## src/rtl/xsleena_audio_mixer_if.sv

```systemverilog
// Mono audio stream bundle between the sound CPU outputs and the mixer.
// The master drives the two OPN sample streams; the slave returns the mix.
interface xsleena_audio_mixer_if;
    logic signed [15:0] snd1;
    logic               sample1;
    logic signed [15:0] snd2;
    logic               sample2;
    logic signed [15:0] snd_out;
    logic               snd_valid;

    modport master (
        output snd1, sample1, snd2, sample2,
        input  snd_out, snd_valid
    );

    modport slave (
        input  snd1, sample1, snd2, sample2,
        output snd_out, snd_valid
    );
endinterface

```

## src/rtl/xsleena_audio_mixer.sv

```systemverilog
// Two-OPN mixer: hold, per-chip Q4.4 gain, saturating sum,
// optional one-pole low-pass, signed 16-bit mono output with valid pulse.
module xsleena_audio_mixer #(
    parameter int GAIN_W    = 8,
    parameter int LPF_SHIFT = 0,
    parameter int CLIPCNT_W = 8
) (
    input  logic                 clk,
    input  logic                 RSTn,
    xsleena_audio_mixer_if.slave aud,
    input  logic [GAIN_W-1:0]    gain1,
    input  logic [GAIN_W-1:0]    gain2,
    input  logic                 mute,
    input  logic                 pause_rq,
    input  logic                 clip_clr,
    output logic [CLIPCNT_W-1:0] clip_cnt
);

    logic run;

    logic signed [15:0] hold1, hold2;
    logic               v0, v1, v2, v3, v4;
    logic signed [23:0] p1, p2;
    logic signed [24:0] s;
    logic signed [15:0] x3, y;

    logic signed [23:0] h1x, h2x, g1x, g2x, m1, m2;
    logic signed [24:0] sum;
    logic signed [20:0] xs;
    logic               sat_hi, sat_lo;
    logic signed [15:0] x_sat;
    logic signed [16:0] d;
    logic signed [15:0] y_next;

    assign run = ~pause_rq;

    always_comb begin
        h1x = {{8{hold1[15]}}, hold1};
        h2x = {{8{hold2[15]}}, hold2};
        g1x = {{(24-GAIN_W){1'b0}}, gain1};
        g2x = {{(24-GAIN_W){1'b0}}, gain2};
        m1  = h1x * g1x;
        m2  = h2x * g2x;
        sum = {p1[23], p1} + {p2[23], p2};
        // Dropping the Q4.4 fraction floors toward minus infinity
        xs     = 21'(s >>> 4);
        sat_hi = xs > 21'sd32767;
        sat_lo = xs < -21'sd32768;
        if (sat_hi)
            x_sat = 16'sh7fff;
        else if (sat_lo)
            x_sat = 16'sh8000;
        else
            x_sat = 16'(xs);
        d = {x3[15], x3} - {y[15], y};
        // Step toward x never overshoots, so 16 bits always suffice
        if (LPF_SHIFT == 0)
            y_next = x3;
        else
            y_next = y + 16'(d >>> LPF_SHIFT);
    end

    always_ff @(posedge clk or negedge RSTn) begin
        if (!RSTn) begin
            hold1 <= '0;
            hold2 <= '0;
            v0    <= 1'b0;
            v1    <= 1'b0;
            v2    <= 1'b0;
            v3    <= 1'b0;
            v4    <= 1'b0;
            p1    <= '0;
            p2    <= '0;
            s     <= '0;
            x3    <= '0;
            y     <= '0;
        end else if (run) begin
            if (aud.sample1)
                hold1 <= aud.snd1;
            if (aud.sample2)
                hold2 <= aud.snd2;
            v0 <= aud.sample1 | aud.sample2;
            p1 <= m1;
            p2 <= m2;
            v1 <= v0;
            s  <= mute ? '0 : sum;
            v2 <= v1;
            x3 <= x_sat;
            v3 <= v2;
            if (v3)
                y <= y_next;
            v4 <= v3;
        end
    end

    always_ff @(posedge clk or negedge RSTn) begin
        if (!RSTn)
            clip_cnt <= '0;
        else if (clip_clr)
            clip_cnt <= '0;
        else if (run && v2 && (sat_hi || sat_lo) && !(&clip_cnt))
            clip_cnt <= clip_cnt + 1'b1;
    end

    assign aud.snd_out   = y;
    assign aud.snd_valid = v4 & run;

endmodule

```

## src/flat_wrapper.sv

```systemverilog
// flat-port wrapper written by rule: the top's interface ports become plain ports
module xsleena_audio_mixer_flat 
#(
    parameter int GAIN_W    = 8,
    parameter int LPF_SHIFT = 0,
    parameter int CLIPCNT_W = 8
)
  (clk, RSTn, gain1, gain2, mute, pause_rq, clip_clr, clip_cnt, aud_snd1, aud_sample1, aud_snd2, aud_sample2, aud_snd_out, aud_snd_valid);
  xsleena_audio_mixer_if aud_i ();
  input  logic clk;
  input  logic RSTn;
  input  logic [GAIN_W-1:0] gain1;
  input  logic [GAIN_W-1:0] gain2;
  input  logic mute;
  input  logic pause_rq;
  input  logic clip_clr;
  output logic [CLIPCNT_W-1:0] clip_cnt;
  input wire logic [$bits(aud_i.snd1)-1:0] aud_snd1;
  input wire logic [$bits(aud_i.sample1)-1:0] aud_sample1;
  input wire logic [$bits(aud_i.snd2)-1:0] aud_snd2;
  input wire logic [$bits(aud_i.sample2)-1:0] aud_sample2;
  output wire logic [$bits(aud_i.snd_out)-1:0] aud_snd_out;
  output wire logic [$bits(aud_i.snd_valid)-1:0] aud_snd_valid;
  assign aud_i.snd1 = aud_snd1;
  assign aud_i.sample1 = aud_sample1;
  assign aud_i.snd2 = aud_snd2;
  assign aud_i.sample2 = aud_sample2;
  assign aud_snd_out = aud_i.snd_out;
  assign aud_snd_valid = aud_i.snd_valid;
  xsleena_audio_mixer #(.GAIN_W(GAIN_W), .LPF_SHIFT(LPF_SHIFT), .CLIPCNT_W(CLIPCNT_W)) u_core (.clk(clk), .RSTn(RSTn), .aud(aud_i), .gain1(gain1), .gain2(gain2), .mute(mute), .pause_rq(pause_rq), .clip_clr(clip_clr), .clip_cnt(clip_cnt));
endmodule
```

## config.mk

```make
export PLATFORM = sky130hd
export DESIGN_NAME = xsleena_audio_mixer_flat
export DESIGN_NICKNAME = d
export VERILOG_FILES = /design/src/rtl/xsleena_audio_mixer_if.sv /design/src/rtl/xsleena_audio_mixer.sv /design/src/flat_wrapper.sv
export SDC_FILE = /design/constraint.sdc
export NUM_CORES = 1
export LEC_CHECK = 0
export ABC_AREA = 1
export CAP_MARGIN = 20
export CORE_MARGIN = 8
export CORE_UTILIZATION = 60
export CTS_CLUSTER_DIAMETER = 50
export DETAILED_ROUTE_END_ITERATION = 7
export GPL_TIMING_DRIVEN = 0
export HOLD_SLACK_MARGIN = 0.06
export PLACE_DENSITY = 0.78
export SLEW_MARGIN = 15
export SYNTH_ARGS = -nofsm -noshare
export SYNTH_HDL_FRONTEND = slang
export SYNTH_SLANG_ARGS = --single-unit
```

## constraint.sdc

```tcl
create_clock -name clk -period 8.5 [get_ports clk]
set_input_delay 1.7 -clock clk [delete_from_list [all_inputs] [get_ports clk]]
set_output_delay 1.7 -clock clk [all_outputs]
set_load 0.02 [all_outputs]
```

Word level (Yosys, flattened, before mapping):

Cells that the tools add are included.

* bits in registers: 150
* logic and storage cells: 37
* output and inout bits: 25
* input port bits: 55

* mux-type cells: 5
* bitwise operators: 3
* $add $sub $neg: 2
* multipliers: 2
* $lt $le $gt $ge: 2
* reductions and logical operators: 10

Operator list (number)
* 16-bit by 9-bit multiplier with 24-bit output: 2
* 16-bit 2-to-1 mux: 2
* 24-bit by 24-bit adder with 25-bit output: 1
* 25-bit 2-to-1 mux: 1
* 21-bit by 16-bit > comparator with 1-bit output (second input constant): 1
* 21-bit by 16-bit < comparator with 1-bit output (second input constant): 1
* 8-bit 2-to-1 mux: 2
* 8-bit by 1-bit adder with 8-bit output (second input constant): 1
* 8-bit AND reduction: 1
* 2-bit AND reduction: 3
* 1-bit logical AND: 3
* 2-bit nonzero test: 1
* 1-bit AND: 1
* 1-bit logical NOT: 1
* 1-bit logical OR: 1
* 1-bit inverter: 1
* 1-bit OR: 1

Logic depth before layout (Yosys ltp):

Gate-level depths: netlist of run 1.

* depth in word-level cells: 6
* depth in mapped cells: 25
* gate-level depth less buffers: 23

Least setup slack after synthesis of run 1:

No wires, ideal clock.

* path kind: input to register
* start point: input gain1[5]
* end point: register u_core.p1[16]
* setup time: 0.118 ns
* slack: 2.829 ns
* stages on the path: 20
* buffers on the path: 2
* arrival time: 5.553 ns
* cells stage by stage: clkbuf_1 clkbuf_1 nand2_1 fa_1 inv_1 fa_1 fa_1 inv_1 fa_1 inv_1 ha_1 a21oi_2 inv_1 nand2_1 nand2_1 nand2_1 nand3_1 or2_1 nand3_1 nand2_1

* longest elaborated chain between the ends: 1

Ends and longest elaborated chain
* start: declaration: RTL line flat_wrapper.sv:12 `input logic [GAIN_W-1:0] gain1;`
* 16-bit by 9-bit multiplier with 24-bit output: RTL line xsleena_audio_mixer.sv:42 `m1 = h1x * g1x;`
* end signal: assignment: RTL line xsleena_audio_mixer.sv:83 `p1 <= m1;`
* end: declaration: RTL line xsleena_audio_mixer.sv:23 `logic signed [23:0] p1, p2;`

No other way between the ends.
A chain may end at the register's enable or synchronous reset.

Worst setup path in the final report of run 1:

* start point: input gain2[4]
* end point: register u_core.p2[22]

* longest elaborated chain between the ends: 1

Ends and longest elaborated chain
* start: declaration: RTL line flat_wrapper.sv:13 `input logic [GAIN_W-1:0] gain2;`
* 16-bit by 9-bit multiplier with 24-bit output: RTL line xsleena_audio_mixer.sv:43 `m2 = h2x * g2x;`
* end signal: assignment: RTL line xsleena_audio_mixer.sv:84 `p2 <= m2;`
* end: declaration: RTL line xsleena_audio_mixer.sv:23

No other way between the ends.

==> results.cfg, run 1 <==
[grt]
grt_usage_pct = 26.5
grt_pass1_vias = 15000
grt_first_pass_wirelength_mm = 72.9
antenna_found_initial = 0
grt_max_degree = 83
overflow = 0

[logic_synthesis]
synth-seq-cells = 146
yosysTopAreaCell = fa_1
syn-cell-area_mm2 = 0.0172
synth_edf_count = 0
avgSynthCellArea_um2 = 7.31
yosys_warnings = 0
seq_area_frac_synth_pct = 21.2
ys_types = 45
syn-num-nets = 2731
synth_top_area_share_pct = 23.2
synth-async-reset-ratio_pct = 100
synthCells = 2358
netlist_top_cells_area = fa_1, dfrtp_1, nand2_1, inv_1, ha_1
ys.flop_type = dfrtp_1

[drt]
drtAntennaViolNets = 0
drtIter0Drc = 937
via_count = 14600
drcViolationCount = 0
first_pass_iters = 6
routed_wl_mm = 42.5
routedWlPerCell_um = 15.0
viasPerCell = 5.13

[worst_setup_path]
end_kind = register
path_class = in -> reg
worstPathArrival_ps = 6560
worstPathRequired_ps = 8820
cp_max_fo = 10
worstSetupStartpointType = primary input

[clock_tree]
h-tree-depth = 4
cts_tree = yes
cts.clk_slew.worst_paths_ps = 70
cts_setup_buffers = 0
cts_buffers = 17
clockBufferDepth = 2
cts_sinks = 146
cts_resized = 0
clkLatencyLatePin_ps = 440
cts_hold_buf = 0
cts_root_buffer = clkbuf_16

[timing]
slew_violations = 0
fmax_mhz = 160
slew_headroom_pct = 54.1
worstMarginPinSlew_ps = 689
hold_violations = 0
rsz0062_at_grt = false
fin_crit_ps = 6240
setup_viol = 0
fin_skew_ps = 20.0
final.period_utilization_pct = 73.4
fin_ws_ps = 2260

[layout]
antenna_cells = 0
n_fill_cell = 2480
drive_gt1_share_pct = 5.34
regArea_mm2 = 0.00365
area.growth.synth_to_final_pct = 10.1
fin_nets = 2813
fin_cells = 2837
multi_input_comb_area_mm2 = 0.0111

[status]
status = finished clean

[floorplan]
dieArea_mm2 = 0.0344
die_w_um = 186
die_h_um = 186
core.rowCount = 62
boundaryPins = 80
start_util_pct = 60.6
coreArea_mm2 = 0.0285

[placement]
dp.cells = 2805
routabilityCongestion = 0.942
pre_cts_ws_ps = 1930
io_buffers = 62
dp_hpwl_mm = 35.0

[worst_hold_path]
hold_class = reg -> reg

[flow_run]
cap_violations = 0
-- Yosys cell counts (2+ instances only) --
cell	n
xnor2_1	7
or2_1	4
nor2_2	5
nand3_2	5
nand2_2	15
a22oi_1	15
mux2_2	33
a21oi_1	51
nor2_1	93
a21o_1	2
nor3_1	8
o21ai_2	3
nand3b_1	13
fa_1	200
and2_1	3
nand2_1	792
clkbuf_1	71
o21ai_1	14
inv_2	4
inv_1	563
o21ai_0	45
buf_1	2
ha_1	118
or2_2	3
nand4_1	6
nand3_1	91
a21oi_2	5
o21bai_1	3
xor2_1	8
o31ai_1	2
dfrtp_1	146
buf_2	12
nor2_4	3
buf_4	2
-- cell type report --
| type | instances | area share, % |
|---|---|---|
| flip-flops and latches | 146 | 19.2 |
| plain buffers | 88 | 1.90 |
| inverters | 568 | 11.3 |
| clock inverters | 15 | 0.975 |
| repair buffers | 63 | 3.44 |
| multi-input cells | 1556 | 58.4 |
| clock buffers | 17 | 2.24 |
| well taps | 384 | 2.53 |
-- state kept, by name, indices dropped and copies added (netlist names) --
| signal | flops |
|---|---|
| u_core.hold2 | 16 |
| u_core.v3 | 1 |
| u_core.v2 | 1 |
| u_core.aud.snd_out | 16 |
| u_core.v1 | 1 |
| u_core.v4 | 1 |
| u_core.s | 21 |
| u_core.p2 | 24 |
| u_core.p1 | 24 |
| u_core.clip_cnt | 8 |
| u_core.hold1 | 16 |
| u_core.v0 | 1 |
| u_core.x3 | 16 |
-- cell families after synthesis --
logic type      share of synthesized area [%]
compound gates                           4.78
mux                                      2.16
xor+xnor                                0.762
buf+inv                                  14.5
flops                                    21.2
simple gates                             24.8
fa+ha+maj                                31.8
-- critical path, stage by stage --
cell,delay (ps)
clkbuf_1,440
clkbuf_1,550
nand2_1,160
fa_1,540
inv_1,60
fa_1,530
fa_1,510
inv_1,50
fa_1,480
inv_1,40
ha_1,320
a21oi_1,270
nor2_1,70
nor2_1,220
nand3_1,230
nand2_1,150
nand3b_1,80
nand3_1,90
nand2_1,60
-- final timing paths --
check	startpoint	end	slack [ps]	depth (start not counted)
setup reg to reg	u_core.hold1[15]	u_core.p1[21]	3760	20
min in group asynchronous	RSTn	u_core.hold2[1]	1250	1
hold / removal	u_core.v2	u_core.v2	480	2
max in group asynchronous	RSTn	u_core.p1[8]	6460	2
hold reg to reg	u_core.v2	u_core.v2	480	2
setup / recovery	gain2[4]	u_core.p2[22]	2260	19
-- layer usage --
metal | vias to the layer above | wire length [um] | share of wire (%) | track usage, %
met2 | 389 | 20700 | 49 | 45.4
met5 | - | 0 | 0 | 0
met4 | 0 | 748 | 1.8 | 7.17
met1 | 7032 | 18500 | 43 | 34.9
li1 | 7091 | - | - | -
met3 | 55 | 2600 | 6.1 | 3.69
-- layout by cell type, fill, tap and decap left out, types with 6 or more instances in the layout --
| cell | count |
|---|---|
| a21oi_1 | 51 |
| a22oi_1 | 15 |
| buf_2 | 12 |
| clkbuf_1 | 71 |
| clkbuf_16 | 17 |
| clkdlybuf4s50_1 | 61 |
| dfrtp_1 | 146 |
| fa_1 | 200 |
| ha_1 | 118 |
| inv_1 | 563 |
| inv_6 | 6 |
| mux2_2 | 33 |
| nand2_1 | 792 |
| nand2_2 | 15 |
| nand3_1 | 91 |
| nand3b_1 | 13 |
| nand4_1 | 6 |
| nor2_1 | 93 |
| nor3_1 | 8 |
| o21ai_0 | 45 |
| o21ai_1 | 14 |
| xnor2_1 | 7 |
| xor2_1 | 8 |
-- per-stage QoR --
stage | cell area, um2 | util [%] | TNS [ps] | hold WS, ps
after floorplan | 17200 | - | 0 | 442
after global placement | 18300 | 64.4 | -32370 | 453
after detailed placement | 18400 | 64.5 | 0 | 457
after CTS | 19000 | 66.7 | 0 | 480
after global routing | 19000 | 66.7 | 0 | 491
final | 19000 | 66.7 | 0 | 476
Power of run 1 is not shown: default switching activity piles up to over one toggle a cycle in this logic, so the estimate is an artifact.
==> run 2, diff against run 1 <==
Settings changed: CORE_UTILIZATION 60 to 57.
Clock period 8.5 ns to 5.7 ns, I/O delays scaled along.
==> results.cfg, run 2 (same netlist as run 1, synthesis figures left out) <==
[clock_tree]
cts_tree = yes
cts_setup_buffers = 0
cts.clk_slew.worst_paths_ps = 70
cts_buffers = 17
cts_resized = 0
clkLatencyLatePin_ps = 440
cts_sinks = 146
clockBufferDepth = 2
h-tree-depth = 4
cts_root_buffer = clkbuf_16
cts_hold_buf = 0

[layout]
finalInstanceArea_mm2 = 0.0190
n_fill_cell = 2647
drive_gt1_share_pct = 5.71
antenna_cells = 0
final_common_cell = nand2_1
top_regs = u_core.p1 (24), u_core.p2 (24), u_core.s (21)
area.growth.synth_to_final_pct = 10.4
fin_nets = 2813
layout_common_cells = nand2_1, inv_1, fa_1
regArea_mm2 = 0.00365
multi_input_comb_area_mm2 = 0.0111

[worst_setup_path]
worstPathArrival_ps = 5720
path_class = in -> reg
cp_max_fo = 10
worstSetupStartpointType = primary input
worstPathRequired_ps = 6030
r2r_start = u_core.hold1[15]
crit_start = gain1[0]
ff2ff_setup_slack_ps = 960
reg2reg_depth = 20
end_kind = register
r2r-end = u_core.p1[21]
worstSetupEndpoint = u_core.p1[22]

[timing]
slew_violations = 0
fmax_mhz = 185
rsz0062_at_grt = false
hold_violations = 0
slew_headroom_pct = 49.3
fin_ws_ps = 307
fin_skew_ps = 12.8
setup_viol = 0
fin_crit_ps = 5390
worstMarginPinSlew_ps = 761
final.period_utilization_pct = 94.6

[grt]
grt_max_degree = 81
antenna_found_initial = 0
grt_pass1_vias = 14800
grt_usage_pct = 24.5
grt_first_pass_wirelength_mm = 71.6
overflow = 0

[floorplan]
dieArea_mm2 = 0.0361
boundaryPins = 80
core.rowCount = 63
die_w_um = 190
start_util_pct = 58.0
die_h_um = 190
coreArea_mm2 = 0.0297

[status]
status = finished clean

[drt]
routedWlPerCell_um = 14.8
via_count = 14600
routed_wl_mm = 42.0
drcViolationCount = 0
viasPerCell = 5.14
drtAntennaViolNets = 0
first_pass_iters = 6
drtIter0Drc = 905

[placement]
routabilityCongestion = 0.939
io_buffers = 62
placed_area_mm2 = 0.0184
dp_hpwl_mm = 34.7
pre_cts_ws_ps = -333

[worst_hold_path]
hold_class = reg -> reg

[flow_run]
cap_violations = 0
==> run 2: worst min-delay path by stage <==
stage,startpoint,end,slack [ps],depth (start not counted)
after floorplan,u_core.v0,u_core.v1,440,2
after global placement,u_core.v0,u_core.v1,450,2
after detailed placement,u_core.v0,u_core.v1,460,2
after CTS,u_core.v0,u_core.v1,480,2
after global routing,u_core.v1,u_core.v1,500,2
final,u_core.v0,u_core.v1,480,2
==> run 2: through the flow <==
stage               setup TNS [ps]  cells  util (%)  hold WS [ps]
finish                           0   2843      64.0           478
global route                     0   2843      64.0           495
CTS                              0   2843      64.0           477
detailed placement           -3140   2811      61.9           460
global placement           -371380   2810      61.7           455
floorplan                        0   2358         -           442
==> run 2: cell type report <==
type	instances	area share (%)
flip-flops and latches	146	19.2
clock buffers	17	2.24
plain buffers	88	1.95
well taps	390	2.56
clock inverters	15	1.14
repair buffers	63	3.43
multi-input cells	1556	58.3
inverters	568	11.2
==> run 2: per-layer routing <==
| layer | wire, um | GRT usage, % | vias to the layer above | share of wire [%] |
|---|---|---|---|---|
| met5 | 0 | 0 | - | 0 |
| met4 | 1060 | 7.88 | 0 | 2.5 |
| met3 | 2540 | 4.50 | 65 | 6.0 |
| met2 | 20200 | 41.3 | 394 | 48 |
| met1 | 18200 | 31.4 | 7037 | 43 |
| li1 | - | - | 7111 | - |
==> run 2: worst max-delay path, stage by stage <==
cell and delay (ps):
clkbuf_1 440, clkbuf_1 480, nand2_1 130, fa_1 500, inv_1 50, fa_1 480
fa_1 500, inv_1 60, fa_1 540, inv_1 40, ha_1 350, a21oi_1 300
nor2_1 70, nor2_1 140, nand3_1 140, nand2_1 110, nand3b_1 80, nand3_1 110
nand2_1 60
Power of run 2 is left out for the same reason.
==> run 3, diff against run 2 <==
Settings changed: CORE_MARGIN 8 to 1.
==> results.cfg, run 3 (same netlist as run 1, synthesis figures left out) <==
[status]
status = finished clean

[timing]
slew_violations = 0
worstMarginPinSlew_ps = 750
slew_headroom_pct = 50.0
final.period_utilization_pct = 95.9
rsz0062_at_grt = true
hold_violations = 0
fin_skew_ps = 12.7
fmax_mhz = 183
setup_viol = 0
fin_crit_ps = 5470

[drt]
via_count = 14600
drtIter0Drc = 1077
viasPerCell = 5.13
routed_wl_mm = 41.4
drtAntennaViolNets = 0
met1Wirelength_mm = 18.1
top_layer_used = met4
drcViolationCount = 0
wl_met2_mm = 20.1
routedWlPerCell_um = 14.5
first_pass_iters = 5
met3_length_mm = 2.46

[worst_setup_path]
worstSetupStartpointType = primary input
path_class = in -> reg
cp_max_fo = 10
worstPathArrival_ps = 5800
worstPathRequired_ps = 6040
end_kind = register

[grt]
grt_first_pass_wirelength_mm = 70.8
grt_usage_pct = 29.0
grt_max_degree = 81
overflow = 0
antenna_found_initial = 0
grt_pass1_vias = 14700

[floorplan]
core.rowCount = 63
start_util_pct = 58.0
die_h_um = 176
coreArea_mm2 = 0.0297
dieArea_mm2 = 0.0309
die_w_um = 176
boundaryPins = 80

[clock_tree]
cts.clk_slew.worst_paths_ps = 60
cts_tree = yes
h-tree-depth = 4
clockBufferDepth = 2
clkLatencyLatePin_ps = 450
cts_resized = 0
cts_setup_buffers = 0
cts_hold_buf = 0
cts_buffers = 17
cts_sinks = 146
cts_root_buffer = clkbuf_16

[layout]
fin_nets = 2813
final_common_cell = nand2_1
drive_gt1_share_pct = 5.54
layout_common_cells = nand2_1, inv_1, fa_1
n_fill_cell = 2644
regArea_mm2 = 0.00365
antenna_cells = 0
finalInstanceArea_mm2 = 0.0190
top_regs = u_core.p1 (24), u_core.p2 (24), u_core.s (21)
multi_input_comb_area_mm2 = 0.0111
area.growth.synth_to_final_pct = 10.1
fin_cells = 2843

[placement]
io_buffers = 62
placed_area_mm2 = 0.0184
dp.cells = 2811
dp_hpwl_mm = 33.8
routabilityCongestion = 0.984

[flow_run]
cap_violations = 0

[worst_hold_path]
hold_class = reg -> reg
-- run 3: cell count changes in the layout (fill, tap and decap cells not counted), moves of 2 or more --
cell,previous run,this run
clkbuf_1,62,66
clkbuf_2,9,6
clkinv_4,2,5
clkinv_8,2,0
inv_6,5,3
inv_8,3,1
-- run 3: area by class of cell --
cell class | count | share of cell area, %
Buffer | 88 | 1.94
Clock buffer | 19 | 2.33
Clock inverter | 13 | 0.804
Inverter | 568 | 11.3
Multi-Input combinational cell | 1556 | 58.4
Sequential cell | 146 | 19.2
Tap cell | 390 | 2.57
Timing Repair Buffer | 63 | 3.44
-- run 3: per-stage QoR --
stage	hold WS, ps	utilization (%)	TNS (ps)	worst slack (ps)
finish	478	63.9	0	235
global route	494	63.9	-32.0	-32.0
CTS	480	63.9	0	138
detailed placement	469	61.9	-3330	-311
global placement	454	61.7	-366470	-2520
floorplan	442	-	0	589
-- run 3: metal layers --
metal / up-vias / GRT usage [%]
met5: - / 0
met4: 0 / 7.79
met3: 57 / 3.94
met2: 419 / 50.4
met1: 7000 / 37.8
li1: 7104 / -
-- run 3: critical path, cell delays in order --
cell and delay [ps]:
clkbuf_1 410, clkbuf_1 460, nand2_1 150, fa_1 550
inv_1 60, fa_1 480, fa_1 490, inv_1 50
fa_1 470, inv_1 40, ha_1 320, a21oi_1 300
nor2_1 70, nor2_1 230, nand3_1 230, nand2_1 130
nand3b_1 80, nand3_1 90, nand2_1 60
-- run 3: path summary, 6_finish.rpt --
kind,from,to,slack [ps],depth (start not counted)
max in group asynchronous,RSTn,u_core.hold1[5],4250,2
min,u_core.s[17],u_core.s[17],480,2
min in group asynchronous,RSTn,u_core.hold2[2],680,1
max,gain2[3],u_core.p2[22],230,19
max reg2reg,u_core.hold1[15],u_core.p1[21],1010,20
min reg2reg,u_core.s[17],u_core.s[17],480,2
Power of run 3 is left out for the same reason.
